--- config.mk ---
export PLATFORM = sky130hd
export DESIGN_NAME = i2s_receiver
export DESIGN_NICKNAME = d
export VERILOG_FILES = /design/src/rtl/i2s_pkg.sv /design/src/rtl/lrclk_edge_det.sv /design/src/rtl/i2s_receiver.sv
export SDC_FILE = /design/constraint.sdc
export NUM_CORES = 1
export LEC_CHECK = 0
export BUFFER_PORTS_ARGS = -buffer_cell sky130_fd_sc_hd__buf_4
export CAP_MARGIN = 20
export CORE_ASPECT_RATIO = 1.1
export CORE_UTILIZATION = 59
export DETAILED_ROUTE_END_ITERATION = 10
export PLACE_DENSITY = 0.87
export SETUP_SLACK_MARGIN = 0.3
export SYNTH_ARGS = -nofsm -noshare
export SYNTH_HDL_FRONTEND = slang
export SYNTH_SLANG_ARGS = --single-unit
--- constraint.sdc ---
create_clock -name sclk -period 3.18 [get_ports sclk]
set_input_delay 0.477 -clock sclk [delete_from_list [all_inputs] [get_ports sclk]]
set_output_delay 0.477 -clock sclk [all_outputs]
set_load 0.005 [all_outputs]
--- src/rtl/i2s_pkg.sv ---
// Shared definitions for the I2S receive/transmit pair: default word width,
// framing state encoding and channel encoding (word-select level).
package i2s_pkg;

    localparam int DATA_W_DEF = 24;

    typedef enum logic [1:0] {
        IDLE  = 2'd0,
        WAIT  = 2'd1,
        SHIFT = 2'd2
    } rx_state_t;

    typedef enum logic {
        LEFT  = 1'b0,
        RIGHT = 1'b1
    } chan_t;

endpackage

--- src/rtl/lrclk_edge_det.sv ---
// Word-select edge detector. The first cycle after reset only loads the
// history register, so a reset taken mid-slot never fakes an edge.
module lrclk_edge_det (
    input  logic sclk,
    input  logic rst_n,
    input  logic lrclk,
    output logic lr_edge
);

    logic prev_lr;
    logic primed;

    always_ff @(posedge sclk or negedge rst_n) begin
        if (!rst_n) begin
            prev_lr <= 1'b0;
            primed  <= 1'b0;
        end else begin
            prev_lr <= lrclk;
            primed  <= 1'b1;
        end
    end

    assign lr_edge = primed && (lrclk != prev_lr);

endmodule

--- src/rtl/i2s_receiver.sv ---
// Philips I2S receiver: deserialises MSB-first words per lrclk slot,
// publishes left/right words, flags pairs and truncated slots.
module i2s_receiver
    import i2s_pkg::*;
#(
    parameter int DATA_W = DATA_W_DEF
) (
    input  logic              sclk,
    input  logic              rst_n,
    input  logic              lrclk,
    input  logic              sdin,
    output logic [DATA_W-1:0] left_data,
    output logic [DATA_W-1:0] right_data,
    output logic              left_valid,
    output logic              right_valid,
    output logic              pair_valid,
    output logic              frame_err
);

    localparam int CNT_W = (DATA_W > 2) ? $clog2(DATA_W) : 1;

    rx_state_t         state, state_next;
    chan_t             channel;
    logic [CNT_W-1:0]  cnt;
    logic [DATA_W-2:0] shreg;
    logic [DATA_W-1:0] word;
    logic              left_seen;
    logic              lr_edge;
    logic              start, shift_en, publish, err;

    lrclk_edge_det u_edge (
        .sclk    (sclk),
        .rst_n   (rst_n),
        .lrclk   (lrclk),
        .lr_edge (lr_edge)
    );

    // The final bit is taken straight from sdin so the word lands on the
    // same edge that samples its LSB.
    assign word = {shreg, sdin};

    always_ff @(posedge sclk or negedge rst_n) begin
        if (!rst_n) state <= IDLE;
        else        state <= state_next;
    end

    always_comb begin
        state_next = state;
        start      = 1'b0;
        shift_en   = 1'b0;
        publish    = 1'b0;
        err        = 1'b0;
        case (state)
            IDLE: state_next = WAIT;
            WAIT: begin
                if (lr_edge) begin
                    start      = 1'b1;
                    state_next = SHIFT;
                end
            end
            SHIFT: begin
                publish = (cnt == '0);
                if (lr_edge) begin
                    // An edge on the LSB cycle is a normal back-to-back slot.
                    start      = 1'b1;
                    err        = (cnt != '0);
                    state_next = SHIFT;
                end else if (cnt == '0) begin
                    state_next = WAIT;
                end else begin
                    shift_en = 1'b1;
                end
            end
            default: state_next = IDLE;
        endcase
    end

    always_ff @(posedge sclk or negedge rst_n) begin
        if (!rst_n) begin
            channel     <= LEFT;
            cnt         <= '0;
            shreg       <= '0;
            left_seen   <= 1'b0;
            left_data   <= '0;
            right_data  <= '0;
            left_valid  <= 1'b0;
            right_valid <= 1'b0;
            pair_valid  <= 1'b0;
            frame_err   <= 1'b0;
        end else begin
            left_valid  <= 1'b0;
            right_valid <= 1'b0;
            pair_valid  <= 1'b0;
            frame_err   <= err;
            if (start) begin
                channel <= chan_t'(lrclk);
                cnt     <= CNT_W'(DATA_W - 1);
                shreg   <= '0;
            end else if (shift_en) begin
                shreg <= word[DATA_W-2:0];
                cnt   <= cnt - 1'b1;
            end
            if (publish) begin
                if (channel == LEFT) begin
                    left_data  <= word;
                    left_valid <= 1'b1;
                    left_seen  <= 1'b1;
                end else begin
                    right_data  <= word;
                    right_valid <= 1'b1;
                    pair_valid  <= left_seen;
                    left_seen   <= 1'b0;
                end
            end
            if (err) left_seen <= 1'b0;
        end
    end

endmodule

==> results of run 1 <==
[registers in the layout, summed over array words and instances (netlist names)]
register / cells
left_data: 24
right_data: 24
shreg: 23
cnt: 5
state: 2
channel: 1
frame_err: 1
left_seen: 1
left_valid: 1
pair_valid: 1
right_valid: 1
u_edge.prev_lr: 1
u_edge.primed: 1
[stage by stage]
| stage | power [mW] | area (sq um) | hold slack, ns | worst slack [ns] |
|---|---|---|---|---|
| after floorplan | 1.47 | 3290 | 0.181 | 1.17 |
| after detailed placement | 1.59 | 3790 | 0.458 | 0.665 |
| after global placement | 1.56 | 3790 | 0.453 | 0.838 |
| final | 2.30 | 4020 | 0.0273 | 0.794 |
| after CTS | 2.31 | 3980 | 0.254 | 0.660 |
| after global routing | 2.41 | 4020 | 0.0456 | 0.661 |
[critical path, stage by stage (launching register included)]
cell and delay, ns:
dfrtp_1 0.38, inv_1 0.10, ha_1 0.23, nor4b_4 0.44, nand2_1 0.08, or2_1 0.45
buf_8 0.26, mux2_1 0.32
[area by class of cell]
class / count / area (sq um) / area share
multi-input combinational: 114 / 1080 / 0.268
clock buffer: 13 / 139 / 0.0346
sequential: 86 / 2150 / 0.536
timing repair buffer: 61 / 485 / 0.121
clock inverter: 3 / 43.8 / 0.0109
tap: 75 / 93.8 / 0.0234
inverter: 7 / 26.3 / 0.00654
[logic make-up after synthesis]
family,Yosys count
flops,86
compound gates,38
buf+inv,18
fa+ha+maj,5
mux,51
other cells,1
xor+xnor,1
simple gates,18
[worst paths after layout]
check / startpoint / slack [ns] / end / cells past startpoint
worst max-delay path: cnt[0] / 0.79 / left_data[21] / 7
worst min-delay path: rst_n / 0.03 / right_data[6] / 1
worst max register to register: cnt[0] / 0.79 / left_data[21] / 7
worst min register to register: left_seen / 0.50 / left_seen / 1
max in group asynchronous: rst_n / 2.56 / cnt[4] / 2
min in group sclk: lrclk / 0.27 / u_edge.prev_lr / 1
[cell usage in the layout, fill, tap and decap left out, types with 2 or more instances in the layout]
cell type / netlist / routed
a21o_1: 2 / 2
a22o_1: 24 / 24
a31oi_1: 2 / 2
and2_1: 2 / 2
buf_4: 0 / 59
clkbuf_1: 6 / 4
clkbuf_8: 0 / 9
dfrtp_1: 86 / 86
ha_1: 5 / 5
inv_1: 7 / 7
mux2_1: 19 / 19
mux2_2: 31 / 31
nand2_1: 4 / 4
nor2_1: 3 / 3
nor3_1: 3 / 3
[power by group through the flow]
stage	logic, mW	registers, mW	clock network, mW
detailed placement	0.345	1.25	0
global placement	0.322	1.24	0
CTS	0.347	1.22	0.737
finish	0.349	1.23	0.725
global route	0.391	1.23	0.780
floorplan	0.237	1.23	0
[routing by layer]
metal,part of all wire,vias to the layer above,GRT usage
met3,0.040,10,0.0527
met2,0.49,54,0.348
met5,0,-,0
met1,0.45,1030,0.297
met4,0.020,0,0.110
li1,-,906,-
==> reports/results.txt, run 1 <==
Ranked by total cell area, the synthesized netlist is headed by dfrtp_1, mux2_2, mux2_1. The slew of the pin with the lowest slew margin came out at 0.616 ns. The synthesized-area fraction occupied by ao, oa, aoi and oai cells came out at 0.0925. Setup repair after global routing left no endpoint under its margin. The tools report the type of destination of the critical path as a flip-flop.

The clock network fraction of design power came out at 0.315. The cell chosen for the clock root is clkbuf_8. The final number of hold-violating endpoints was 0; the synthesis-to-layout area growth was 22.2%.

The worst hold path belongs to the class primary input to async pin. The final route contains 2000 vias. The highest fanout seen on the critical path works out to 13. Buffers placed on the I/O ports in this run total 55. The run gives 0 ns as the sum of negative setup slack.

STA puts the critical path data arrival time at 2.61 ns. Yosys mapped a number of flops with a built-in enable equal to 0. The H-tree generated during clock tree synthesis spans 3 levels.

The floorplan step defined a die boundary enclosing 5870 sq um. The share of synthesized flip-flops with an asynchronous set or reset was 1.00. In the synthesized netlist the dominant register cell turns out to be dfrtp_1.

CTS saw 86 sinks. The number of pins with negative max-slew slack in the final report is 0, and the required time at the worst-slack endpoint is 3.40 ns. Summed over all cells, the static leakage comes to 2.15 nW.

Yosys instantiated no cell more often than dfrtp_1. The tools report the design internal power as 1.66 mW. The hold buffer count at cts was 0; the die extent in y was 80.3 um. The logs give 0 for the number of max-cap violations and 4 for the number of iterations in the first detailed-routing pass. Counting along the longest clock path gives a buffer depth of 2. For the post-route core utilization, the log shows 0.750. The maximum vdd ir drop is 0.368 mV, and the share of the yosys chip area belonging to registers is 0.655.

The flow ran to the end, and the final reports show no timing, DRC or antenna violations. TritonCTS built the clock tree. The register share of total power is 0.533, and the power density over the cells is 572 nW/um^2. The initial core utilization was 0.613.

The simple-gate share of the synthesized area is 0.0331, and the xor and xnor area share after synthesis is 0.00266. The register clock-pin slew on the reported worst setup and hold paths works out to 0.08 ns. The flip-flop and latch count after synthesis came out at 86. Counting the fill cells in the layout gives 333. After detailed routing, the average wire length per cell comes to 16.6 um.

The finished layout holds 359 standard cells, fillers aside. The run gives 0 as the number of antenna violations at the first check in global routing. For the number of top-level design ports, the log shows 56. The mux contribution to synthesized area was 0.174; the number of global-route vias before repair was 1957.

The number of violations reported at the end of detailed-routing iteration 0 was 145. The residual overflow from global routing was 0. Setup violations remaining at the end of the flow were counted as 0. The synthesized area is 3290 sq um.

The net count of the finished layout is 288. The adder-cell share of the synthesized area was 0.0190; the maximum clock rate was 419 MHz. Once placement completed, the tool counted placed cells totaling 341. The commonest cells after synthesis are dfrtp_1, mux2_2, a22o_1.

The number of different library cells used by synthesis comes to 32. Wires add up to 5.96 mm. The power dissipated by switching net loads was 639 uW; the total routing resource utilization after global routing was 0.224. dfrtp_1 takes more of the synthesized area than any other cell.

Fraction of power spent switching nets: 0.278. Buffers added to address setup during post-CTS repair amount to 0. The floorplan step defined a core boundary enclosing 5360 sq um. The first global-routing pass estimated 9.58 mm of wire. The critical path is of the flip-flop to flip-flop type. Clock latency on the worst-skew pair, taken at its later pin, is 0.34 ns. After synthesis, the largest family of logic cells by area is multiplexers. The routability congestion estimate is 0.878. The headroom to the max-slew limit came out at 0.590. The synthesized instance count was 218; the antenna cell count was 0. During synthesis, Yosys emitted a total of 0 warnings. The number of nets handed over by synthesis was 227. The HPWL after detailed placement is 3.91 mm. The row count is 28. Final period utilization: 0.750.

The time the final worst path needs with I/O delays and setup came out at 2.39 ns. The setup clock skew after layout was 0.00955 ns. In this run the horizontal extent of the chip is 73.2 um. In this run the remaining antenna-violating nets after routing total 0. Dividing the detail-routed via count by the number of cells gives 5.57. Counting the buffers created by CTS gives 9.

Gates resized during post-CTS repair numbered 0. The top-area cell type share of the netlist area was 0.655; the proportion of power drawn by combinational gates was 0.152. Averaged over all synthesized cells, the footprint is 15.1 sq um. For the pin count of the biggest net entering global routing, the log shows 87. The worst setup path is launched from a flip-flop. The total DRC errors in the routed layout is 0. The layout cell share with drive strength beyond 1 came out at 0.377.
No activity file was read; power rests on OpenSTA's default activity.
==> run 2, diff against run 1 <==
--- a/config.mk
+++ b/config.mk
@@ -5,12 +5,13 @@
 export SDC_FILE = /design/constraint.sdc
 export NUM_CORES = 1
 export LEC_CHECK = 0
+export ABC_AREA = 1
 export BUFFER_PORTS_ARGS = -buffer_cell sky130_fd_sc_hd__buf_4
 export CAP_MARGIN = 20
 export CORE_ASPECT_RATIO = 1.1
-export CORE_UTILIZATION = 59
+export CORE_UTILIZATION = 51
 export DETAILED_ROUTE_END_ITERATION = 10
-export PLACE_DENSITY = 0.87
+export PLACE_DENSITY = 0.79
 export SETUP_SLACK_MARGIN = 0.3
 export SYNTH_ARGS = -nofsm -noshare
 export SYNTH_HDL_FRONTEND = slang
==> constraint.sdc (replaced) <==
create_clock -name sclk -period 2.15 [get_ports sclk]
set_input_delay 0.3225 -clock sclk [delete_from_list [all_inputs] [get_ports sclk]]
set_output_delay 0.3225 -clock sclk [all_outputs]
set_load 0.005 [all_outputs]
==> run 2 against run 1 <==
Hold slack better by 0.065 ns. Flip-flop and latch count stayed put. Highest routed layer unchanged. Setup slack worse by 0.36 ns. Via count is 32% higher. Synthesized cell count is 70% higher. Core utilization is 12 points lower. Routed wire length is 16% higher. Critical path depth stayed put. Critical path type unchanged. Cell count is 43% higher. Register-to-register slack worse by 0.36 ns. Clock skew is 0.0023 ns lower. Clock power is 86% higher.
==> reports/results.txt, run 2 <==
The tools report the number of pins with negative max-slew slack in the final report as 0. The setup clock skew after layout was 0.00727 ns; the number of top-level design ports was 56. The routability congestion estimate was 0.779; the net count of the mapped netlist was 379. Final period utilization: 0.797. Summed over all nets, the half-perimeter wirelength after detailed placement is 4.47 mm. By area the synthesized netlist is led by dfrtp_1, o21ai_2, nand2_1. Among all flip-flop cells after synthesis, the most frequent one is dfrtp_1. In this run the number of H-tree levels came out at 3.

The antenna cell count came out at 0. The peak-usage layer in the global routing report is met2. The CTS buffer count was 9; the number of warnings issued by yosys was 0.

The overall die area came out at 7660 sq um. In the layout the commonest cells are nand2_1, dfrtp_1, buf_4. The clock net in this run drives a total of 86 sinks.

The worst setup path is launched from a flip-flop. Category of the critical setup timing path: flip-flop to flip-flop. Area of the core region: 7050 sq um. Synthesis handed over a netlist of 370 instances. The logs give 0.195 for the total routing resource utilization after global routing and 3730 sq um for the synthesized area. The highest fanout seen on the critical path works out to 50. In this run the deepest clock path goes through 2 buffers. For the count of final setup violators, the log shows 0. For the finished layout, the period the worst path requires is 1.71 ns. In the routed layout, each cell is associated on average with a via count of 5.12. Number of max-cap violations: 0. Yosys mapped the design onto 24 distinct sky130hd cell types. After clock tree synthesis, the clock-pin slew on the worst setup and hold paths is 0.08 ns. Number of vias after detailed routing: 2631. In this run the clock root is driven by a clkbuf_8. The first detailed-routing pass ran for 4 iterations. In this run, placement finished with an instance count of 494. The insertion delay to the later sink of the worst-skew pair was 0.35 ns; the number of synthesized flops with an enable pin was 0. After synthesis, the mean cell area works out to 10.1 sq um. STA puts the critical path data required time at 2.38 ns.

Slew of the pin with the lowest slew margin: 0.504 ns. The worst setup path is captured at a flip-flop. The tools report the met1 demand-to-capacity share in global routing as 0.252.

From synthesis to final layout, the design area changed by 19.3%. The run gives 0.529 as the initial core utilization. The tools report the number of antenna violations at the first check in global routing as 0. The type of the worst min-delay path is primary input to flip-flop. The floorplan step set the die height to 91.7 um.

The number of global-route vias before repair came out at 2538. After detailed routing, the number of remaining DRC violations is 0. The layout cell share with drive strength beyond 1 came out at 0.305. The number of violations reported at the end of detailed-routing iteration 0 is 198, and the residual overflow from global routing is 0. The width of the die works out to 83.6 um. The routing usage on met2 came out at 0.324.

The largest registers in the layout are left_data (24), right_data (24), shreg (23). The tools report the met3 demand-to-capacity share in global routing as 0.0315. Dividing the detail-routed wire length by the instance count gives 13.5 um. The count of nets left with antenna violations once routing finished came out at 0. The run gives 32 as the row count.

The top-area cell type share of the netlist area is 0.577. The commonest cells after synthesis are nand2_1, dfrtp_1, inv_1, o21ai_2, nand3_1. The tools report the static leakage as 2.13 nW. For the worst endpoint data arrival time, the log shows 1.94 ns. The number of buffers added on ports came out at 55. The share of the yosys chip area belonging to registers came out at 0.577. Leaving out fill and tap cells, the most frequent cell in the layout is nand2_1. For the net total in the final layout, the log shows 433.

The flip-flop and latch count after synthesis was 86; the headroom to the max-slew limit was 0.664. The share of synthesized flip-flops with an asynchronous set or reset works out to 1.00. The filler-free cell count of the finished design was 514; the final number of hold-violating endpoints was 0.

VDD sags by at most 0.588 mV. The power density over the cells works out to 925 nW/um^2. The cell accounting for the most synthesized area was dfrtp_1. The first global-routing pass estimated 11.8 mm of wire. TritonCTS built the clock tree. The run finished with clean final reports. Timing would allow up to 584 MHz.

The tools report the pin count of the biggest net entering global routing as 51. In the post-synthesis netlist, the cell with the most instances is nand2_1. The total detailed-routing wirelength was 6.94 mm. For the final routed database, the setup TNS stands at 0 ns. Setup repair after global routing could not meet its margin everywhere.
-- run 2: cell types whose count changed after synthesis, moves of 14 or more --
cell,delta
a22o_1,-24
o21ai_1,+14
mux2_2,-31
inv_1,+37
o21ai_0,+18
mux2_1,-19
o21ai_2,+44
nand3_1,+25
nand2_1,+91
-- run 2: path summary, 6_finish.rpt --
path / from / endpoint / slack [ns] / depth (start not counted)
hold reg to reg: right_data[4] / right_data[4] / 0.49 / 2
min in group asynchronous: rst_n / left_valid / 0.47 / 2
setup / recovery: state[0] / left_data[7] / 0.44 / 7
hold / removal: lrclk / u_edge.prev_lr / 0.09 / 1
max in group asynchronous: rst_n / left_data[7] / 1.05 / 3
setup reg to reg: state[0] / left_data[7] / 0.44 / 7
-- run 2: worst max-delay path, cell delays in order (launching register included) --
cell,delay [ns]
dfrtp_1,0.43
inv_1,0.13
ha_2,0.23
inv_1,0.11
nor2_4,0.18
nand2_8,0.24
nand2_1,0.18
o21ai_2,0.07
-- run 2: stage by stage --
stage / power [mW] / worst slack [ns] / area [sq um] / hold slack [ns] / util
after floorplan: 2.53 / 0.726 / 3730 / 0.0269 / -
after global placement: 2.68 / 0.345 / 4130 / 0.320 / 0.587
after detailed placement: 2.74 / 0.260 / 4130 / 0.331 / 0.587
after CTS: 4.10 / 0.262 / 4390 / 0.0812 / 0.623
after global routing: 4.36 / 0.300 / 4450 / 0.0824 / 0.632
final: 4.12 / 0.437 / 4450 / 0.0918 / 0.632
-- run 2: logic make-up after synthesis --
| family | share of synthesized area |
|---|---|
| AND/OR/NAND/NOR | 0.163 |
| flip-flops | 0.577 |
| AO/OA/AOI/OAI | 0.150 |
| buffers and inverters | 0.0902 |
| adder cells (fa/ha/maj) | 0.0168 |
| XOR/XNOR | 0.00235 |
| other | 0.00101 |
-- run 2: report_power, final --
group / switching, mW / total [mW] / internal [mW]
Clock: 0.569 / 1.35 / 0.777
Sequential: 0.132 / 1.89 / 1.76
Combinational: 0.566 / 0.877 / 0.312
Total: 1.27 / 4.12 / 2.85
-- run 2: layout make-up --
| cell class | count | area [sq um] |
|---|---|---|
| sequential | 86 | 2150 |
| clock inverter | 5 | 106 |
| multi-input combinational | 221 | 1300 |
| timing repair buffer | 62 | 493 |
| tap | 85 | 106 |
| inverter | 44 | 165 |
| fill | 562 | 2590 |
| clock buffer | 11 | 131 |
-- run 2: metal layers --
| layer | up-vias | part of all wire |
|---|---|---|
| li1 | 1286 | - |
| met1 | 1278 | 0.43 |
| met2 | 60 | 0.52 |
| met3 | 7 | 0.048 |
| met4 | 0 | 0.010 |
| met5 | - | 0 |
-- run 2: timing repair --
| action | in CTS | in global routing |
|---|---|---|
| setup endpoints to repair | 17 | 73 |
| gates cloned | 0 | 1 |
| setup buffers | 0 | 2 |
| resized for setup | 1 | 5 |
| pin swaps | 0 | 2 |
| hold buffers | 1 | 0 |
| endpoints found under the hold margin | 38 | 0 |
==> run 3, diff against run 2 <==
==> constraint.sdc (replaced) <==
create_clock -name sclk -period 1.5 [get_ports sclk]
set_input_delay 0.225 -clock sclk [delete_from_list [all_inputs] [get_ports sclk]]
set_output_delay 0.225 -clock sclk [all_outputs]
set_load 0.005 [all_outputs]
==> run 3 against run 2 <==
Final area is 22% higher. Critical path depth up 1. Core utilization increased by 14 points.
==> reports/results.txt, run 3 (synthesis results as in run 2) <==
The synthesis-to-layout area growth is 45.5%. The top cell types in the final layout, fill and taps aside, are dfrtp_1, buf_4, o21ai_2. Clock-pin slew was measured on the worst setup and hold paths at 0.10 ns.

Filler-free cell count of the finished design: 540. In the final layout, the registers with the most flip-flops are left_data (24), right_data (24), shreg (23). The CTS buffer count came out at 9.

The critical path is of the flip-flop to flip-flop type. The tree built by TritonCTS fans out to 86 sinks. The number of buffers added on ports came out at 55. In this run, placement finished with an instance count of 503.

For the residual overflow from global routing, the log shows 0. The logs give 4.83 mm for the placed wire-length estimate after detailed placement and 2693 for the number of global-route vias before repair. For the final database, setup skew stands at 0.0142 ns.

The worst hold path belongs to the class primary input to flip-flop. The wire length of the first global-routing pass was 12.3 mm. The endpoint identified for the worst register-to-register timing path is right_data[8].

Dividing the detail-routed via count by the number of cells gives 5.44. For the number of levels the H-tree was split into, the log shows 3. The floorplan step set the die height to 91.7 um. Number of vias after detailed routing: 2939.

For the initial core utilization, the log shows 0.529. The number of antenna diodes in the final layout is 0. The layout cell share with drive strength beyond 1 is 0.620. STA puts the critical path data required time at 1.76 ns.

Along the worst hold path, the cell count comes to 3. The first routing iteration left 252 violations. Time the final worst path needs with I/O delays and setup: 1.48 ns. For this run, the slowest stage of the critical path takes 0.40 ns. Setup violations remaining at the end of the flow were counted as 0. The flow ran to the end, and the final reports show no timing, DRC or antenna violations. The run gives 0 as the number of pins with negative max-slew slack in the final report. Walking the worst path, the cells encountered are inv_2, ha_4, nand3_4, nor2_4, nand2_4, buf_12, nand2_2, o21ai_2. Data on the critical path arrives at its endpoint at 1.74 ns.

The final period utilization came out at 0.984. The cell sitting at the root of the clock tree is a clkbuf_8. The tools report the maximum clock rate as 678 MHz. The run gives 9.56 mm as the total detailed-routing wirelength. Type of destination of the critical path: a flip-flop.

The number of cells on the worst reg-to-reg path is 8. Leaving out fill and tap cells, the most frequent cell in the layout is dfrtp_1. Entering global routing, the biggest net connects 36 pins. Power spread over the standard cell area amounts to 1290 nW/um^2. The buffering stage count on the worst path with inverters included works out to 2. Reg-to-reg startpoint: cnt[0]. The source of the critical timing path was cnt[0]. The wire length per cell works out to 17.7 um. OpenSTA, run right after detailed placement, puts the worst setup slack at 0.0336 ns. STA classifies the critical path startpoint as a flip-flop.

The worst register-to-register path has a setup slack of 0.02 ns. The net total in the final layout was 459; the final number of hold-violating endpoints was 0. The tools report the row count as 32. The worst hold path terminates at shreg[0]. TritonCTS built the clock tree.

Highest-delay cell along the critical path: dfrtp_1. In this run the horizontal extent of the chip is 83.6 um. The highest fanout seen on the critical path is 18.

The congestion estimate from routability-driven global placement came to 0.774. The overall die area was 7660 sq um; the area of the core region was 7050 sq um. In this run the static leakage power is 2.48 nW. The deepest clock path buffer count is 2, and the total DRC errors in the routed layout is 0. The tool flagged a number of max-cap violations equal to 0. Setup repair after global routing could not meet its margin everywhere. At the later pin of the worst-skew pair, clock insertion delay measures 0.38 ns. Total routing resource utilization after global routing: 0.204. The start point of the worst min-delay path is sdin.

For the number of nets with antenna violations after detailed routing, the log shows 0. The run gives 0 as the number of antenna violations at the first check in global routing. The pre-antenna-repair detailed-routing pass consisted of 5 iterations. During I/O placement, the number of pins put on the boundary was 56. The sum of negative setup slack was 0 ns. The family with the most delay on the worst path is simple AND/OR/NAND/NOR gates.

In the post-route analysis, the smallest setup slack over all paths is 0.0246 ns. IR analysis of the VDD net gives a maximum drop of 0.903 mV.
run 3: changes by cell type in the layout (fill, tap and decap cells not counted), moves of 4 or more:
| cell | before | now |
|---|---|---|
| o21ai_0 | 19 | 2 |
| nand2_4 | 0 | 36 |
| inv_2 | 0 | 7 |
| nand3_2 | 1 | 22 |
| buf_4 | 59 | 67 |
| nand2_1 | 95 | 25 |
| o21ai_2 | 44 | 61 |
| inv_1 | 44 | 36 |
| nand2_2 | 1 | 36 |
| clkbuf_16 | 0 | 4 |
| buf_12 | 2 | 12 |
| nand3_1 | 26 | 2 |
run 3: power by group:
group	leakage (nW)	internal, mW	switching (mW)
Combinational	1.22	1.14	1.39
Clock	0.0951	0.823	0.910
Sequential	1.17	2.53	0.221
Total	2.48	4.49	2.52
run 3: metrics by stage:
| stage | hold WS (ns) | power (mW) | util | area [sq um] |
|---|---|---|---|---|
| 2_1_floorplan | -0.0706 | 3.89 | - | 3920 |
| 3_3_place_gp | 0.217 | 4.15 | 0.626 | 4410 |
| 3_5_place_dp | 0.223 | 4.24 | 0.626 | 4410 |
| 4_1_cts | 0.101 | 5.99 | 0.666 | 4690 |
| 5_1_grt | 0.0953 | 7.32 | 0.770 | 5430 |
| 6_report | 0.0969 | 7.01 | 0.770 | 5430 |
run 3: repair_timing:
action,4_1_cts,5_1_grt
gates cloned,0,6
buffers inserted,1,12
gates resized for setup,12,135
pin swaps,1,36
hold buffers,2,0
setup endpoints to repair,82,83
endpoints found under the hold margin,34,0
run 3: how the worst max path moves through the flow:
stage / endpoint / slack [ns] / cells after the start
finish: right_data[8] / 0.02 / 8
global placement: right_data[3] / 0.08 / 8
CTS: left_data[19] / 0.07 / 8
floorplan: left_data[21] / 0.18 / 8
global route: right_data[17] / -0.03 / 8
detailed placement: right_data[6] / 0.03 / 8
run 3: metal layers:
| metal | global-route usage | share of wire | vias to the layer above | routed length [um] |
|---|---|---|---|---|
| met2 | 0.352 | 0.54 | 80 | 5130 |
| li1 | - | - | 1344 | - |
| met1 | 0.246 | 0.40 | 1483 | 3780 |
| met3 | 0.0522 | 0.038 | 32 | 359 |
| met5 | 0 | 0 | - | 0 |
| met4 | 0.0819 | 0.030 | 0 | 285 |
run 3: layout make-up:
| type | count | area, sq um |
|---|---|---|
| flip-flops and latches | 86 | 2150 |
| multi-input cells | 220 | 1870 |
| fillers | 396 | 1620 |
| repair buffers | 89 | 920 |
| inverters | 44 | 168 |
| clock buffers | 10 | 138 |
| well taps | 85 | 106 |
| clock inverters | 6 | 70.1 |
run 3: tightest hold or removal path, stage by stage:
cell,delay (ns)
buf_4,0.11
nand2_1,0.06
o21ai_1,0.05
